File: src/rtl/vga_pkg.sv
// Shared 640x480 VGA timing constants, lock-state encoding and counter helpers
// for the VGA receive path.
package vga_pkg;

    localparam int unsigned H_SYNC   = 96;
    localparam int unsigned H_BACK   = 48;
    localparam int unsigned H_ACTIVE = 640;
    localparam int unsigned H_FRONT  = 16;
    localparam int unsigned V_SYNC   = 2;
    localparam int unsigned V_BACK   = 33;
    localparam int unsigned V_ACTIVE = 480;
    localparam int unsigned V_FRONT  = 10;

    localparam int unsigned HC_W    = 12;
    localparam int unsigned VC_W    = 10;
    localparam int unsigned COORD_W = 10;
    localparam int unsigned COLOR_W = 8;

    typedef enum logic [1:0] {
        SEARCH  = 2'd0,
        MEASURE = 2'd1,
        VERIFY  = 2'd2,
        LOCKED  = 2'd3
    } lock_state_e;

    typedef struct packed {
        logic [COLOR_W-1:0] r;
        logic [COLOR_W-1:0] g;
        logic [COLOR_W-1:0] b;
    } rgb_t;

    function automatic logic [HC_W-1:0] hc_sat_inc(input logic [HC_W-1:0] v);
        return (v == '1) ? v : v + HC_W'(1);
    endfunction

endpackage

File: src/rtl/vga_period_meter.sv
// Edge-to-edge period counter: counts inc pulses between evt pulses, saturating,
// and flags when the period just completed differs from a reference.
module vga_period_meter #(
    parameter int unsigned W = 12
) (
    input  logic         clock,
    input  logic         reset,
    input  logic         inc,
    input  logic         evt,
    input  logic [W-1:0] ref_period,
    output logic [W-1:0] period,
    output logic [W-1:0] period_c,
    output logic         mismatch_c
);

    localparam logic [W-1:0] CNT_MAX = '1;

    logic [W-1:0] cnt;
    logic [W-1:0] cnt_inc;

    // the increment coinciding with evt belongs to the period that evt closes
    always_comb begin
        cnt_inc    = (inc && (cnt != CNT_MAX)) ? cnt + W'(1) : cnt;
        period_c   = cnt_inc;
        mismatch_c = evt && (cnt_inc != ref_period);
    end

    always_ff @(posedge clock) begin
        if (reset) begin
            cnt    <= '0;
            period <= '0;
        end else if (evt) begin
            cnt    <= '0;
            period <= cnt_inc;
        end else begin
            cnt <= cnt_inc;
        end
    end

endmodule

File: src/rtl/vga_frame_capture.sv
// VGA receiver: recovers pixel coordinates from hsync/vsync, measures line and
// frame periods and qualifies the pixel stream with a timing-lock FSM.
module vga_frame_capture #(
    parameter int unsigned H_BACK      = vga_pkg::H_BACK,
    parameter int unsigned H_ACTIVE    = vga_pkg::H_ACTIVE,
    parameter int unsigned V_BACK      = vga_pkg::V_BACK,
    parameter int unsigned V_ACTIVE    = vga_pkg::V_ACTIVE,
    parameter int unsigned LOCK_FRAMES = 2,
    parameter int unsigned TIMEOUT     = 4095
) (
    input  logic        clock,
    input  logic        reset,
    input  logic        vga_hsync,
    input  logic        vga_vsync,
    input  logic [7:0]  R,
    input  logic [7:0]  G,
    input  logic [7:0]  B,
    output logic        pixel_valid,
    output logic [9:0]  x_pos,
    output logic [9:0]  y_pos,
    output logic [7:0]  pix_R,
    output logic [7:0]  pix_G,
    output logic [7:0]  pix_B,
    output logic        frame_start,
    output logic        locked,
    output logic [11:0] h_period,
    output logic [9:0]  v_period
);

    import vga_pkg::*;

    localparam logic [HC_W-1:0] HC_MAX   = '1;
    localparam logic [VC_W-1:0] VC_MAX   = '1;
    localparam logic [HC_W-1:0] H_LO     = HC_W'(H_BACK);
    localparam logic [HC_W-1:0] H_HI     = HC_W'(H_BACK + H_ACTIVE);
    localparam logic [VC_W-1:0] V_LO     = VC_W'(V_BACK);
    localparam logic [VC_W-1:0] V_HI     = VC_W'(V_BACK + V_ACTIVE);
    localparam logic [HC_W-1:0] IDLE_LIM = HC_W'(TIMEOUT - 1);
    localparam int unsigned     MC_W     = $clog2(LOCK_FRAMES + 1);
    localparam logic [MC_W-1:0] MC_TARGET = MC_W'(LOCK_FRAMES);

    // stage 1: input registers; stage 2 compares against the previous sample
    logic hs_s1, vs_s1, hs_s2, vs_s2;
    rgb_t rgb_s1;

    always_ff @(posedge clock) begin
        if (reset) begin
            hs_s1  <= 1'b0;
            vs_s1  <= 1'b0;
            hs_s2  <= 1'b0;
            vs_s2  <= 1'b0;
            rgb_s1 <= '0;
        end else begin
            hs_s1  <= vga_hsync;
            vs_s1  <= vga_vsync;
            hs_s2  <= hs_s1;
            vs_s2  <= vs_s1;
            rgb_s1 <= {R, G, B};
        end
    end

    logic hs_rise, hs_fall, vs_rise, vs_fall;

    always_comb begin
        hs_rise = hs_s1 & ~hs_s2;
        hs_fall = ~hs_s1 & hs_s2;
        vs_rise = vs_s1 & ~vs_s2;
        vs_fall = ~vs_s1 & vs_s2;
    end

    // position counters; the _c values describe the stage-1 sample
    logic [HC_W-1:0]    h_cnt, h_cnt_c, idle_cnt, idle_cnt_c;
    logic [VC_W-1:0]    v_cnt, v_cnt_c;
    logic               v_pending, v_pending_c;
    logic               timeout_c, h_sat_c, col_act_c, row_act_c, valid_c;
    logic [COORD_W-1:0] x_c, y_c;
    lock_state_e        state;

    always_comb begin
        h_cnt_c     = hs_rise ? '0 : hc_sat_inc(h_cnt);
        v_cnt_c     = v_cnt;
        v_pending_c = v_pending | vs_rise;
        if (hs_rise) begin
            if (v_pending_c) begin
                v_cnt_c = '0;
            end else if (v_cnt != VC_MAX) begin
                v_cnt_c = v_cnt + VC_W'(1);
            end
            v_pending_c = 1'b0;
        end
        idle_cnt_c = (hs_rise | hs_fall) ? '0 : hc_sat_inc(idle_cnt);
        timeout_c  = !(hs_rise | hs_fall) && (idle_cnt == IDLE_LIM);
        h_sat_c    = (h_cnt != HC_MAX) && (h_cnt_c == HC_MAX);
        col_act_c  = (h_cnt_c >= H_LO) && (h_cnt_c < H_HI);
        row_act_c  = (v_cnt_c >= V_LO) && (v_cnt_c < V_HI);
        x_c        = COORD_W'(h_cnt_c - H_LO);
        y_c        = COORD_W'(v_cnt_c - V_LO);
        valid_c    = (state == LOCKED) && col_act_c && row_act_c;
    end

    always_ff @(posedge clock) begin
        if (reset) begin
            h_cnt     <= '0;
            v_cnt     <= '0;
            v_pending <= 1'b0;
            idle_cnt  <= '0;
        end else begin
            h_cnt     <= h_cnt_c;
            v_cnt     <= v_cnt_c;
            v_pending <= v_pending_c;
            idle_cnt  <= idle_cnt_c;
        end
    end

    // line period in clocks, frame period in lines
    logic [HC_W-1:0] h_ref, h_new_c;
    logic [VC_W-1:0] v_ref, v_new_c;
    logic            h_mis_c, v_mis_c;

    vga_period_meter #(.W(HC_W)) u_line_meter (
        .clock      (clock),
        .reset      (reset),
        .inc        (1'b1),
        .evt        (hs_fall),
        .ref_period (h_ref),
        .period     (h_period),
        .period_c   (h_new_c),
        .mismatch_c (h_mis_c)
    );

    vga_period_meter #(.W(VC_W)) u_frame_meter (
        .clock      (clock),
        .reset      (reset),
        .inc        (hs_fall),
        .evt        (vs_fall),
        .ref_period (v_ref),
        .period     (v_period),
        .period_c   (v_new_c),
        .mismatch_c (v_mis_c)
    );

    // armed: a complete frame is being measured; need_ref: next line sets h_ref
    logic [MC_W-1:0] match_cnt;
    logic            line_bad, need_ref, armed;
    logic            line_mis_c, line_err_c;

    always_comb begin
        line_mis_c = hs_fall && !need_ref && h_mis_c;
        line_err_c = line_bad || line_mis_c;
    end

    always_ff @(posedge clock) begin
        if (reset) begin
            state     <= SEARCH;
            locked    <= 1'b0;
            h_ref     <= '0;
            v_ref     <= '0;
            match_cnt <= '0;
            line_bad  <= 1'b0;
            need_ref  <= 1'b0;
            armed     <= 1'b0;
        end else if (timeout_c || h_sat_c) begin
            state     <= SEARCH;
            locked    <= 1'b0;
            match_cnt <= '0;
            line_bad  <= 1'b0;
            need_ref  <= 1'b0;
            armed     <= 1'b0;
        end else begin
            case (state)
                SEARCH: begin
                    if (vs_fall) begin
                        state    <= MEASURE;
                        armed    <= 1'b1;
                        need_ref <= 1'b1;
                        line_bad <= 1'b0;
                    end
                end
                MEASURE: begin
                    if (!armed) begin
                        if (vs_fall) begin
                            armed    <= 1'b1;
                            need_ref <= 1'b1;
                            line_bad <= 1'b0;
                        end
                    end else if (vs_fall) begin
                        line_bad <= 1'b0;
                        if (line_err_c || need_ref) begin
                            need_ref <= 1'b1;
                        end else begin
                            v_ref     <= v_new_c;
                            match_cnt <= MC_W'(1);
                            state     <= (LOCK_FRAMES > 1) ? VERIFY : LOCKED;
                            locked    <= (LOCK_FRAMES <= 1);
                        end
                    end else if (hs_fall) begin
                        if (need_ref) begin
                            h_ref    <= h_new_c;
                            need_ref <= 1'b0;
                        end else if (h_mis_c) begin
                            line_bad <= 1'b1;
                        end
                    end
                end
                VERIFY: begin
                    if (vs_fall) begin
                        line_bad <= 1'b0;
                        if (!line_err_c && !v_mis_c) begin
                            match_cnt <= match_cnt + MC_W'(1);
                            if (match_cnt + MC_W'(1) == MC_TARGET) begin
                                state  <= LOCKED;
                                locked <= 1'b1;
                            end
                        end else begin
                            state     <= MEASURE;
                            armed     <= 1'b1;
                            need_ref  <= 1'b1;
                            v_ref     <= v_new_c;
                            match_cnt <= '0;
                        end
                    end else if (line_mis_c) begin
                        line_bad <= 1'b1;
                    end
                end
                LOCKED: begin
                    if (line_mis_c || (vs_fall && v_mis_c)) begin
                        state     <= MEASURE;
                        locked    <= 1'b0;
                        match_cnt <= '0;
                        line_bad  <= 1'b0;
                        armed     <= vs_fall;
                        need_ref  <= vs_fall;
                        if (vs_fall) begin
                            v_ref <= v_new_c;
                        end
                    end
                end
                default: begin
                    state  <= SEARCH;
                    locked <= 1'b0;
                end
            endcase
        end
    end

    // output stage; coordinates and colour hold while no pixel is valid
    always_ff @(posedge clock) begin
        if (reset) begin
            pixel_valid <= 1'b0;
            frame_start <= 1'b0;
            x_pos       <= '0;
            y_pos       <= '0;
            pix_R       <= '0;
            pix_G       <= '0;
            pix_B       <= '0;
        end else begin
            pixel_valid <= valid_c;
            frame_start <= valid_c && (x_c == '0) && (y_c == '0);
            if (valid_c) begin
                x_pos <= x_c;
                y_pos <= y_c;
                pix_R <= rgb_s1.r;
                pix_G <= rgb_s1.g;
                pix_B <= rgb_s1.b;
            end
        end
    end

endmodule

File: config.mk
export PLATFORM = sky130hd
export DESIGN_NAME = vga_frame_capture
export DESIGN_NICKNAME = d
export VERILOG_FILES = /design/src/rtl/vga_pkg.sv /design/src/rtl/vga_period_meter.sv /design/src/rtl/vga_frame_capture.sv
export SDC_FILE = /design/constraint.sdc
export NUM_CORES = 1
export LEC_CHECK = 0
export ABC_AREA = 1
export BUFFER_PORTS_ARGS = -buffer_cell sky130_fd_sc_hd__buf_2
export CAP_MARGIN = 20
export CORE_ASPECT_RATIO = 0.7
export CORE_MARGIN = 4
export CORE_UTILIZATION = 36
export CTS_CLUSTER_DIAMETER = 60
export CTS_CLUSTER_SIZE = 14
export DETAILED_ROUTE_END_ITERATION = 10
export HOLD_SLACK_MARGIN = 0.02
export MAX_ROUTING_LAYER = met4
export SYNTH_ARGS = -nofsm -noshare
export SYNTH_HDL_FRONTEND = slang
export SYNTH_SLANG_ARGS = --single-unit
export TNS_END_PERCENT = 100
File: constraint.sdc
create_clock -name clock -period 4 [get_ports clock]
set_input_delay 0.4 -clock clock [delete_from_list [all_inputs] [get_ports clock]]
set_output_delay 0.4 -clock clock [all_outputs]
set_load 0.01 [all_outputs]
== Word-level counts from Yosys, hierarchy flattened ==
Index checks and enable logic that the tools add are counted.
W data, S select, Z words.
Storage, ports and cells
  flip-flop bits (word level): 183
  bits of input ports: 28
  logic and storage cells: 185
  output and inout bits: 69
Operators by class
  eq/ne operators: 30
  reduce and logical (&&, ||, !) cells: 40
  add/subtract/negate cells: 8
  bitwise gates (word level): 12
  multiplexer cells: 61
  order comparisons: 4
Operators by type and width (number)
  $mux W10: 11
  $eq A12 B12 Y1 const B: 4
  $add A12 B1 Y12 const B: 3
  $mux W12: 3
  $pmux W10 S3: 1
  $mux W2: 14
  $mux W1: 26
  $ne A12 B12 Y1 const B: 2
  $add A10 B1 Y10 const B: 2
  $logic_not A10 Y1: 2
  $ne A10 B10 Y1 const B: 2
  $sub A10 B6 Y10 const B: 2
  $logic_and A1 B1 Y1: 15
  $ge A12 B6 Y1 const B: 1
  $lt A12 B10 Y1 const B: 1
  $ne A12 B12 Y1: 1
  $ne A4 B3 Y1 const B: 3
  $pmux W1 S4: 3
  $reduce_and A6 Y1: 2
  $ge A10 B6 Y1 const B: 1
  $lt A10 B10 Y1 const B: 1
  $ne A10 B10 Y1: 1
  $ne A2 B1 Y1 const B: 5
  $ne A2 B2 Y1 const B: 5
  other kinds (22): 44

== Depth between registers and ports, before layout ==
  word-level depth: 11
  depth in mapped cells: 23
  mapped depth without buffers: 22

== Modules after synthesis ==
Synthesis repeated with hierarchy kept, for this count alone.
Unflattened totals
  cells, all modules: 1348
  area, all modules: 9362.7 um2
Modules (own cells, without submodules)
  vga_frame_capture: instances 1, sequential area each 2782.7 um2, cells each 899, area each 6570.1 um2
  vga_period_meter at u_line_meter: instances 1, sequential area each 480.5 um2, cells each 253, area each 1511.4 um2
  vga_period_meter at u_frame_meter: instances 1, sequential area each 400.4 um2, cells each 196, area each 1281.2 um2

== Worst setup path before layout ==
No wires, ideal clock.
  path type: register to register
  start point: register v_cnt[0]
  end point: register x_pos[2]
  period minus slack after synthesis: 2.646 ns
  library setup time: 0.121 ns
  arrival: 2.525 ns
  buffers on the path: 2
  data required time: 3.879 ns
  stages on the path, launching flop included: 21
  slack: 1.354 ns
  cells stage by stage: dfxtp_1 > ha_1 > nand3_1 > nor2_2 > nand2_1 > nor2_4 > nor2_4 > inv_1 > o21ai_0 > ha_1 > inv_1 > nor2_1 > nand2_2 > nand2_1 > nand2_1 > nor2_1 > nor2_2 > buf_6 > buf_6 > o21ai_1 > a21oi_2
On the way
  word-level cells in the longest chain between the ends: 7
  elaborated cells between the ends (all ways): 9
  those cells by class: add/sub: 1; order compare: 2; eq/ne: 1; mux: 3; reduce/logical: 2
RTL lines
  start, declared: RTL line vga_frame_capture.sv:73  | logic [VC_W-1:0] v_cnt, v_cnt_c;
  start signal, assigned: RTL line vga_frame_capture.sv:109  | v_cnt <= v_cnt_c;
  $add A10 B1 Y10 or $ne A10 B10 Y1 (tied branches): RTL line vga_frame_capture.sv:87, vga_frame_capture.sv:86
  $mux W10: RTL line vga_frame_capture.sv:86  | end else if (v_cnt != VC_MAX) begin
  $mux W10: RTL line vga_frame_capture.sv:84  | if (v_pending_c) begin
  $mux W10 (*): RTL line vga_frame_capture.sv:83  | if (hs_rise) begin
  $ge A10 B6 Y1 or $lt A10 B10 Y1 (tied branches): RTL line vga_frame_capture.sv:95  | row_act_c = (v_cnt_c >= V_LO) && (v_cnt_c < V_HI);
  $logic_and A1 B1 Y1 (*): RTL line vga_frame_capture.sv:95
  $logic_and A1 B1 Y1 (*): RTL line vga_frame_capture.sv:98  | valid_c = (state == LOCKED) && col_act_c && row_act_c;
  end signal, assigned: RTL line vga_frame_capture.sv:251  | x_pos <= '0;
  end signal, assigned: RTL line vga_frame_capture.sv:260  | x_pos <= x_c;
  end, declared: RTL line vga_frame_capture.sv:19  | output logic [9:0] x_pos,
Every way passes the cells marked *; elsewhere a longest branch is shown, timed or not.
A chain may end at the register's enable or synchronous reset.

== Worst setup path after layout ==
  start point: register hs_s2
  end point: register x_pos[7]
On the way
  word-level cells in the longest chain between the ends: 7
  elaborated cells between the ends (all ways): 13
  those cells by class: add/sub: 1; order compare: 4; mux: 2; bitwise: 2; reduce/logical: 4
RTL lines
  start, declared: RTL line vga_frame_capture.sv:43  | logic hs_s1, vs_s1, hs_s2, vs_s2;
  start signal, assigned: RTL line vga_frame_capture.sv:56  | hs_s2 <= hs_s1;
  $not A1 Y1 (*): RTL line vga_frame_capture.sv:65  | hs_rise = hs_s1 & ~hs_s2;
  $and A1 B1 Y1 (*): RTL line vga_frame_capture.sv:65
  $mux W12: RTL line vga_frame_capture.sv:80  | h_cnt_c = hs_rise ? '0 : hc_sat_inc(h_cnt);
  $ge A12 B6 Y1 or $lt A12 B10 Y1 (tied branches): RTL line vga_frame_capture.sv:94  | col_act_c = (h_cnt_c >= H_LO) && (h_cnt_c < H_HI);
  $logic_and A1 B1 Y1: RTL line vga_frame_capture.sv:94
  $logic_and A1 B1 Y1 (2 in a row): RTL line vga_frame_capture.sv:98
Marked as above.

==> key figures <==
Min path
  – Min-delay worst type: input pin to register
  – Worst hold path stage count: 3
  – Hold Startpoint: G[5]
  – Hold Crit Endpoint: rgb_s1[13]

Floorplan
  – Row count: 47
  – Die Ht: 138 um
  – Io pins: 97
  – Core area: 0.0238 mm2
  – Starting Density: 0.368
  – Die Width: approximately 200 um
  – Area of the die: 0.0269 mm2

Synth
  – Mapped Cells: approximately 1,300
  – Synth area leaders: dfxtp_1, nand2_1, nor2_1
  – Post-synthesis sequential area ratio: 0.419
  – Primary FF master, synth: dfxtp_1
  – Post-Syn Area: 0.00874 mm2
  – Avg Inst Size Synth: slightly below 7 um2
  – Number of synthesized flops with an enable pin: 0
  – Library cells used by synthesis: 46
  – Cell taking the most area after synthesis: dfxtp_1
  – Share of the synthesized area in the top cell type: 0.419
  – Async set-reset flop share out of synthesis: 0
  – Syn nets: 1,301
  – #FFs+latches synth: 183
  – Yosys synthesis warning count: 0

Drt
  – Routed len/inst: approximately 13 um
  – Residual DRC: 0
  – Vias: 7,867
  – Avg Vias per Cell: roughly 4.7
  – Drt initial violations: 431
  – Final WL: 21,000 um
  – Drt first pass iters: 7
  – ANT nets after route: 0

Critical path
  – Path depth of the worst reg2reg path: 17
  – Type of the worst setup path: register to register
  – Critical Path AT: 3.67 ns
  – Worst Path Max Fanout: 32
  – Reg-to-Reg Start: hs_s2
  – Req. time, crit path: between 4 and 5 ns
  – Crit. End Element: register
  – Reg2reg setup slack: 0.69 ns
  – CP Launch Type: register
  – R2r endpoint: x_pos[7]

Job
  – Max-Cap Viols: 0

STA
  – Final setup TNS: 0 ns
  – Fin. max-slew vios: 0
  – Setup slack after layout: ~0.69 ns
  – Min Hold Slack: 0.161 ns
  – # setup viols final: 0
  – F_max: 0.302 GHz
  – Final Hold Vio Count: 0
  – RSZ-0062 raised after global routing: false
  – Minimum clock period: 3.31 ns
  – Skew final: about 0.011 ns
  – Slew @ Worst Pin: 0.650 ns
  – Tcrit/Tclk final: 0.827
  – Slew headroom: 0.565

Global route
  – GRT overflow: 0
  – Total Routing Usage GR: 0.163
  – First-pass GRT wire length: 36,100 um
  – Initial antenna violation count: 0
  – Vias in the first global route: 7,422
  – Largest net degree at the start of global routing: 53

Final layout
  – Count of nets after finishing: 1,391
  – Sequential cell area: ~0.0037 mm2
  – Inserted Diodes: 0
  – Filler instances: 2,481
  – Synth-to-Final Area Change: 16.3%
  – Non-Filler Instances: 1,677
  – Footprint of the multi-input gates: 0.00425 mm2
  – Share of layout cells above drive strength 1: 0.150

Pwr
  – Internal: 3.41 mW
  – Tot Pwr: 4.87 mW
  – Clock power share: 0.391
  – PwrDens: 479 mW/mm2
  – VDD IR max: 0.337 mV
  – Net switching power: 1.46 mW
  – Switching share of power: 0.300
  – Sequential share of power: 0.413
  – Combinational Power Share: 0.196
  – Leak: 4.87 nW

Placed design
  – Pre-CTS setup slack: 0.704 ns
  – Dpl cells: 1,645
  – DP HPWL: 15,000 um
  – I/O Buffers: 96
  – Placer Congestion: 0.879

CTS
  – Clock buffer depth: 2
  – H-tree depth: 4
  – Reg clk slew, reported paths: 0.07 ns
  – Hold buffers post-CTS: 0
  – Later-pin clock latency in the skew report: 0.44 ns
  – CTS tree: done
  – CTS Root Cell: clkbuf_16
  – CTS Buf Count: 17
  – Post-CTS sizing: 0
  – CTS Sinks: 183
  – Post-CTS Setup Bufs: 0

Outcome
  – Status: completed
==> placed cells by master (no fill, tap or decap), drive strengths merged, types with 2 or more instances in the layout <==
master / count
nor4: 3
dfxtp: 183
o211ai: 5
o22ai: 2
inv: 179
xnor2: 3
ha: 17
o21bai: 3
or2: 2
nand3: 101
a21oi: 43
nor2: 259
xor2: 13
bufinv: 5
nand4: 23
nand2: 267
buf: 104
a211oi: 3
and3: 2
nor3: 12
clkbuf: 18
o21ai: 97
nand3b: 5
clkinv: 2
==> worst max-delay path by stage <==
stage / start / to / slack [ns] / depth (start not counted)
2_1_floorplan: v_cnt[0] / x_pos[2] / 1.35 / 20
3_3_place_gp: hs_s2 / x_pos[7] / 0.86 / 17
3_5_place_dp: hs_s2 / x_pos[7] / 0.70 / 17
4_1_cts: hs_s2 / x_pos[7] / 0.68 / 17
5_1_grt: hs_s2 / x_pos[7] / 0.32 / 17
6_report: hs_s2 / x_pos[7] / 0.69 / 17
==> metrics by stage <==
stage               instance area, um2  utilization
finish                           10200        0.428
global placement                  9510        0.400
global route                     10200        0.428
floorplan                         8740            -
detailed placement                9510        0.400
CTS                              10200        0.428
==> synthesized netlist by cell type, types with 2 or more instances <==
| cell | number |
|---|---|
| a21oi_1 | 36 |
| xnor2_1 | 3 |
| nor4_1 | 3 |
| nand3_1 | 89 |
| inv_2 | 11 |
| ha_1 | 17 |
| nand3_2 | 8 |
| nand2_2 | 10 |
| or2_2 | 2 |
| nor2_4 | 8 |
| nor2_2 | 9 |
| a211oi_1 | 3 |
| nand4_1 | 23 |
| nor2_1 | 241 |
| clkbuf_1 | 16 |
| a21oi_2 | 7 |
| nand3_4 | 4 |
| buf_1 | 2 |
| o22ai_1 | 2 |
| clkinv_1 | 2 |
| o21ai_0 | 64 |
| buf_6 | 6 |
| nor3_1 | 11 |
| buf_2 | 9 |
| nand3b_1 | 4 |
| xor2_1 | 13 |
| nand2_1 | 256 |
| and3_1 | 2 |
| dfxtp_1 | 183 |
| o21bai_1 | 3 |
| inv_4 | 2 |
| o21ai_2 | 2 |
| o21ai_1 | 31 |
| o211ai_1 | 5 |
| inv_1 | 158 |
==> sequential cells by signal, summed over array words and instances, names as in the netlist, 12 cells and up <==
signal	count
h_cnt	12
u_line_meter.period	12
rgb_s1	24
idle_cnt	12
h_ref	12
u_line_meter.cnt	12
==> layout make-up <==
| type | instances | area share |
|---|---|---|
| multi-input cells | 867 | 0.418 |
| well taps | 318 | 0.0391 |
| clock buffers | 18 | 0.0422 |
| flip-flops and latches | 183 | 0.360 |
| clock inverters | 14 | 0.0231 |
| repair buffers | 104 | 0.0531 |
| inverters | 173 | 0.0643 |
==> critical path: stages, from the launching register on <==
cell and delay (ns):
dfxtp_1 0.31, inv_1 0.05, ha_1 0.26, inv_2 0.21, nor2_4 0.23, inv_1 0.07
o21ai_0 0.38, ha_1 0.23, inv_1 0.05, nor2_1 0.16, nand2_2 0.11, nand2_1 0.12
nand2_1 0.08, nor2_1 0.18, nor2_4 0.07, inv_2 0.43, nand2_1 0.12, a21oi_1 0.15
==> power groups by stage <==
stage	combinational (mW)	clock, mW	sequential, mW
CTS	0.955	1.95	2.01
detailed placement	0.950	0	2.05
floorplan	0.745	0	2.04
finish	0.955	1.90	2.01
global route	1.12	2.02	2.02
global placement	0.940	0	2.05
==> routing by layer <==
metal / wire length, um / vias to the layer above / track usage / part of all wire
met5: 0 / - / - / 0
li1: - / 4157 / - / -
met3: 818 / 15 / 0.0292 / 0.039
met4: 179 / 0 / 0.0385 / 0.0085
met1: 11100 / 3574 / 0.233 / 0.53
met2: 8910 / 121 / 0.241 / 0.42
==> kinds of logic (layout without fill, tap and decap cells) <==
| logic type | after synthesis | after routing | share of synthesized area |
|---|---|---|---|
| AOI/OAI and AO/OA | 157 | 157 | 0.0983 |
| xor gates and xnor gates | 17 | 17 | 0.0187 |
| adders and majority gates | 17 | 17 | 0.0243 |
| buffers and inverters | 206 | 309 | 0.0954 |
| DFF | 183 | 183 | 0.419 |
| and+or+nand+nor | 676 | 676 | 0.344 |
No activity file was read; power rests on OpenSTA's default activity.
